--- src/rtl/mpmod_reduce.sv ---
// mpmod_reduce: conditional-subtract reduction after the 128-bit multi-precision
// adder. Returns R = C - M when C >= M, else R = C. A single 64-bit subtractor
// with a registered borrow handles one limb per cycle (low limb, then high
// limb). A final select cycle then picks the difference or the pass-through value.
module mpmod_reduce (
  input  logic         clk,
  input  logic         resetn,
  input  logic         start,
  input  logic [128:0] C,
  input  logic [127:0] M,
  output logic [127:0] R,
  output logic         done,
  output logic         busy
);

  localparam int unsigned LIMB = 64;

  typedef enum logic [1:0] {
    IDLE   = 2'd0,
    SUB_LO = 2'd1,
    SUB_HI = 2'd2,
    SEL    = 2'd3
  } state_t;

  state_t r_state;
  state_t w_next;

  logic [128:0]    r_c;
  logic [127:0]    r_m;
  logic [127:0]    r_d;
  logic            r_borrow;
  logic [127:0]    r_r;
  logic            r_done;

  logic [LIMB-1:0] w_op_c;
  logic [LIMB-1:0] w_op_m;
  logic            w_bin;
  logic [LIMB:0]   w_sub;
  logic [LIMB-1:0] w_diff;
  logic            w_bout;
  logic            w_final_borrow;

  // State register
  always_ff @(posedge clk) begin
    if (!resetn) r_state <= IDLE;
    else         r_state <= w_next;
  end

  // Next-state logic: one pass through the limbs, then select and return to IDLE
  always_comb begin
    w_next = r_state;
    unique case (r_state)
      IDLE:    if (start) w_next = SUB_LO;
      SUB_LO:  w_next = SUB_HI;
      SUB_HI:  w_next = SEL;
      SEL:     w_next = IDLE;
      default: w_next = IDLE;
    endcase
  end

  // Operand selection for the shared limb subtractor
  always_comb begin
    w_op_c = '0;
    w_op_m = '0;
    w_bin  = 1'b0;
    unique case (r_state)
      SUB_LO: begin
        w_op_c = r_c[LIMB-1:0];
        w_op_m = r_m[LIMB-1:0];
        w_bin  = 1'b0;
      end
      SUB_HI: begin
        w_op_c = r_c[2*LIMB-1:LIMB];
        w_op_m = r_m[2*LIMB-1:LIMB];
        w_bin  = r_borrow;
      end
      default: begin
        w_op_c = '0;
        w_op_m = '0;
        w_bin  = 1'b0;
      end
    endcase
  end

  // The 65-bit two's-complement difference puts the borrow in the top bit
  assign w_sub  = {1'b0, w_op_c} - {1'b0, w_op_m} - {{LIMB{1'b0}}, w_bin};
  assign w_diff = w_sub[LIMB-1:0];
  assign w_bout = w_sub[LIMB];

  // C's carry bit absorbs a borrow out of the high limb
  assign w_final_borrow = r_borrow & ~r_c[128];

  // Datapath: capture operands, accumulate the limb differences, then select the result
  always_ff @(posedge clk) begin
    if (!resetn) begin
      r_c      <= '0;
      r_m      <= '0;
      r_d      <= '0;
      r_borrow <= 1'b0;
      r_r      <= '0;
      r_done   <= 1'b0;
    end else begin
      r_done <= 1'b0;
      unique case (r_state)
        IDLE: begin
          if (start) begin
            r_c <= C;
            r_m <= M;
          end
        end
        SUB_LO: begin
          r_d[LIMB-1:0] <= w_diff;
          r_borrow      <= w_bout;
        end
        SUB_HI: begin
          r_d[2*LIMB-1:LIMB] <= w_diff;
          r_borrow           <= w_bout;
        end
        SEL: begin
          r_r    <= w_final_borrow ? r_c[127:0] : r_d;
          r_done <= 1'b1;
        end
        default: r_done <= 1'b0;
      endcase
    end
  end

  assign R    = r_r;
  assign done = r_done;
  assign busy = (r_state != IDLE);

endmodule

--- config.mk ---
export PLATFORM = sky130hd
export DESIGN_NAME = mpmod_reduce
export DESIGN_NICKNAME = d
export VERILOG_FILES = /design/src/rtl/mpmod_reduce.sv
export SDC_FILE = /design/constraint.sdc
export NUM_CORES = 1
export LEC_CHECK = 0
export BUFFER_PORTS_ARGS = -buffer_cell sky130_fd_sc_hd__buf_2
export CORE_MARGIN = 2
export CORE_UTILIZATION = 50
export CTS_BUF_LIST = sky130_fd_sc_hd__clkbuf_4 sky130_fd_sc_hd__clkbuf_8
export CTS_CLUSTER_SIZE = 20
export DETAILED_ROUTE_END_ITERATION = 8
export GPL_ROUTABILITY_DRIVEN = 0
export PLACE_DENSITY = 0.75
export RECOVER_POWER = 50
export SLEW_MARGIN = 10
export SYNTH_ARGS = -nofsm -noshare
export SYNTH_HDL_FRONTEND = slang
export SYNTH_SLANG_ARGS = --single-unit
--- constraint.sdc ---
create_clock -name clk -period 4.77 [get_ports clk]
set_clock_uncertainty 0.05 [all_clocks]
set_input_delay 0.477 -clock clk [delete_from_list [all_inputs] [get_ports clk]]
set_output_delay 0.477 -clock clk [all_outputs]
set_load 0.02 [all_outputs]
==> impl_metrics.yaml <==
setup_path:
  crit_path_max_fanout: 34
  cp_startpoint_kind: "flop"
  worstSetupEndpointType: "flop"
  crit_path_top_delay_cell: "sky130_fd_sc_hd__dfxtp_1"
  critical_path_arrival_ns: 5.08
  timing_worst_setup_path_type: "reg -> reg"
  crit_family: "compound AO/OA/AOI/OAI gates"
  path_cells: "inv_1 > ha_4 > buf_12 > a22oi_1 > nor2b_1 > ha_1 > inv_1 > ha_1 > a21oi_1 > o21ai_0 > nor2_1 > a21oi_2 > a21oi_2 > nor4_1 > or3_1 > a32o_1"
  timing.critical_path.required_ns: 5.27
  critPathMaxStageDelay_ns: 0.42
  crit_buf_inv: 3
route:
  via_per_inst: 5.71
  dr_iter_0_viols: 2469
  wire_per_inst_um: 18.9
  via_count: 25700
  drt_pass1_iterations: 6
  route.final.wire_length_mm: 85.2
  drc: 0
  drtAntennaViolNets: 0
clock_tree:
  clockRootBuffer: "sky130_fd_sc_hd__clkbuf_8"
  path_clk_slew_ns: 0.06
  htree_num_levels: 3
  clock_path_buffers: 3
  insertion_delay_ns: 0.69
  tritoncts_clock_tree: "built"
  clock_sinks: 517
  cts_buffers: 85
yosys:
  synth_most_common_cell: "sky130_fd_sc_hd__nand2_1"
  synth_cell_type_count: 82
  synth_top_cells_by_count: "sky130_fd_sc_hd__nand2_1 (644), sky130_fd_sc_hd__dfxtp_1 (517), sky130_fd_sc_hd__a21oi_1 (337)"
  ys_seq_area_frac: 0.393
  synth_edf_count: 0
  yosysWarningCount: 0
  synth.top_cell.area_share: 0.393
  synthesized_instance_count: 3252
  synth_largest_area_cell: "sky130_fd_sc_hd__dfxtp_1"
  mappedNetlistArea_sq_um: 26400
  synth_ff_type: "sky130_fd_sc_hd__dfxtp_1"
  avgSynthCellArea_sq_um: 8.10
  synth_fp_nets: 3642
  synth-seq-cells: 517
  async_flop_share: 0
  synth.area.top_cells: "sky130_fd_sc_hd__dfxtp_1 (39%), sky130_fd_sc_hd__nand2_1 (9.2%), sky130_fd_sc_hd__mux2i_1 (7.3%), sky130_fd_sc_hd__a21oi_1 (6.4%), sky130_fd_sc_hd__ha_1 (6.1%)"
sta:
  rsz0062_at_grt: "yes"
  finalCritPeriodShare: 0.960
  tightestPinTransition_ns: 1.11
  timing.final.setup_violations: 0
  worst_slack_ns: 0.190
  period_minus_slack_ns: 4.58
  post_route_hold_slack_ns: 0.0463
  finalHoldViolCount: 0
  achievable_clock_frequency_ghz: 0.218
  timing.max_slew.rel_slack: 0.260
  final-max-slew-violation-count: 0
floorplanning:
  die_h_um: 234
  fp-row-count: 84
  initial_utilization: 0.503
  fp.dieW_um: 234
  core_ar_sq_um: 52300
  io_pins: 390
  fp.dieArea_sq_um: 54600
job:
  maxCapViolCount: 0
layout:
  drive_above_1_share: 0.171
  finish.net_count: 4145
  signed_area_change_from_the_synthesized_netlist_to_the_final_layout_pct: 25.3
global_route:
  largest_net_degree_at_the_start_of_global_routing: 166
  via_count_of_the_first_global_routing_pass: 23800
  initial_antenna_violation_count: 2
  grt_first_pass_wirelength_mm: 131
  globalRouteOverflowTotal: 0
  overall_global_routing_usage: 0.302
min_path:
  hold_path.class: "in -> reg"
pwr:
  report.power.total_mw: 23.7
  vdd_ir_drop_max_v: 0.000362
  power-per-cell-area_nw_per_um2: 718
  power_leakage_nw: 13.8
place:
  post-dp-hpwl_mm: 56.5
  pre_cts_slack_ns: 0.157
  port-buffer-count: 389
status:
  run_status: "finished clean"
-- stage by stage --
| step | TNS (ns) | cell area, sq um | instances | utilization |
|---|---|---|---|---|
| 2_1_floorplan | 0 | 26400 | 3252 | - |
| 3_3_place_gp | 0 | 28900 | 4127 | 0.551 |
| 3_5_place_dp | 0 | 28900 | 4127 | 0.551 |
| 4_1_cts | 0 | 33000 | 4505 | 0.630 |
| 5_1_grt | -0.00315 | 33000 | 4510 | 0.631 |
| 6_report | 0 | 33000 | 4510 | 0.631 |
-- sequential cells by signal, indices dropped and copies added (netlist names) --
| name | cells |
|---|---|
| R | 128 |
| r_c | 129 |
| r_d | 128 |
| done | 1 |
| r_borrow | 1 |
| r_state | 2 |
| r_m | 128 |
-- worst min-delay path, stage by stage --
cell and delay, ns:
sky130_fd_sc_hd__buf_2 0.10, sky130_fd_sc_hd__nand2_1 0.08, sky130_fd_sc_hd__a21oi_1 0.06
-- layout make-up --
type,instances,area (sq um)
multi-input cells,2335,14600
inverters,144,548
fillers,4455,19300
well taps,688,861
clock buffers,133,1640
repair buffers,672,4840
flip-flops and latches,517,10400
clock inverters,19,224
diodes,2,5.00
-- power breakdown --
group	switching, mW	internal, mW
combinational	8.30	5.18
sequential	0.684	5.32
clock	1.83	2.41
total	10.8	12.9
-- layer usage --
layer  GRT usage  part of all wire
met1       0.444              0.47
met2       0.449              0.43
met3      0.0408             0.075
met4       0.103             0.028
met5           0                 0
-- path summary, 6_finish.rpt --
path         startpoint  endpoint  slack, ns  depth (start not counted)
max reg2reg  r_state[1]  r_d[103]       0.19                         16
min reg2reg     r_m[47]   r_m[47]       0.41                          2
max          r_state[1]  r_d[103]       0.19                         16
min               M[14]   r_m[14]       0.05                          3
-- cell families (layout without fill, tap and decap cells) --
kind of cell    count (synthesis)  after routing  synth area share
compound gates                827            827             0.213
xor+xnor                       39             39            0.0130
fa+ha+maj                     130            130            0.0623
buf+inv                       400            968            0.0581
flops                         517            517             0.393
mux                           195            195            0.0742
other cells                     0              2                 0
simple gates                 1144           1144             0.187
-- layout by cell type, fill, tap and decap left out, types with 15 or more instances in the layout --
cell and instances:
sky130_fd_sc_hd__nor2_1 242, sky130_fd_sc_hd__o21a_1 19, sky130_fd_sc_hd__inv_1 143, sky130_fd_sc_hd__nand2_1 643
sky130_fd_sc_hd__dfxtp_1 516, sky130_fd_sc_hd__a211oi_1 143, sky130_fd_sc_hd__xnor2_1 24, sky130_fd_sc_hd__buf_12 16
sky130_fd_sc_hd__a22o_1 83, sky130_fd_sc_hd__or3_1 25, sky130_fd_sc_hd__clkbuf_4 31, sky130_fd_sc_hd__nor2b_1 91
sky130_fd_sc_hd__buf_2 389, sky130_fd_sc_hd__nand3_1 42, sky130_fd_sc_hd__dlygate4sd3_1 226, sky130_fd_sc_hd__clkbuf_8 102
sky130_fd_sc_hd__buf_4 40, sky130_fd_sc_hd__ha_1 123, sky130_fd_sc_hd__mux2i_1 193, sky130_fd_sc_hd__nand4_1 32
sky130_fd_sc_hd__a22oi_1 63, sky130_fd_sc_hd__a21o_1 29, sky130_fd_sc_hd__a21oi_1 337, sky130_fd_sc_hd__o21ai_0 36
sky130_fd_sc_hd__xor2_1 15
-- what timing repair did --
| action | 4_1_cts | 5_1_grt |
|---|---|---|
| gates resized for setup | 0 | 5 |
| setup buffers | 0 | 3 |
| endpoints found under the setup margin | 0 | 34 |
| hold endpoints to repair | 226 | 0 |
| hold buffers | 226 | 0 |
No activity file was read; power rests on OpenSTA's default activity.
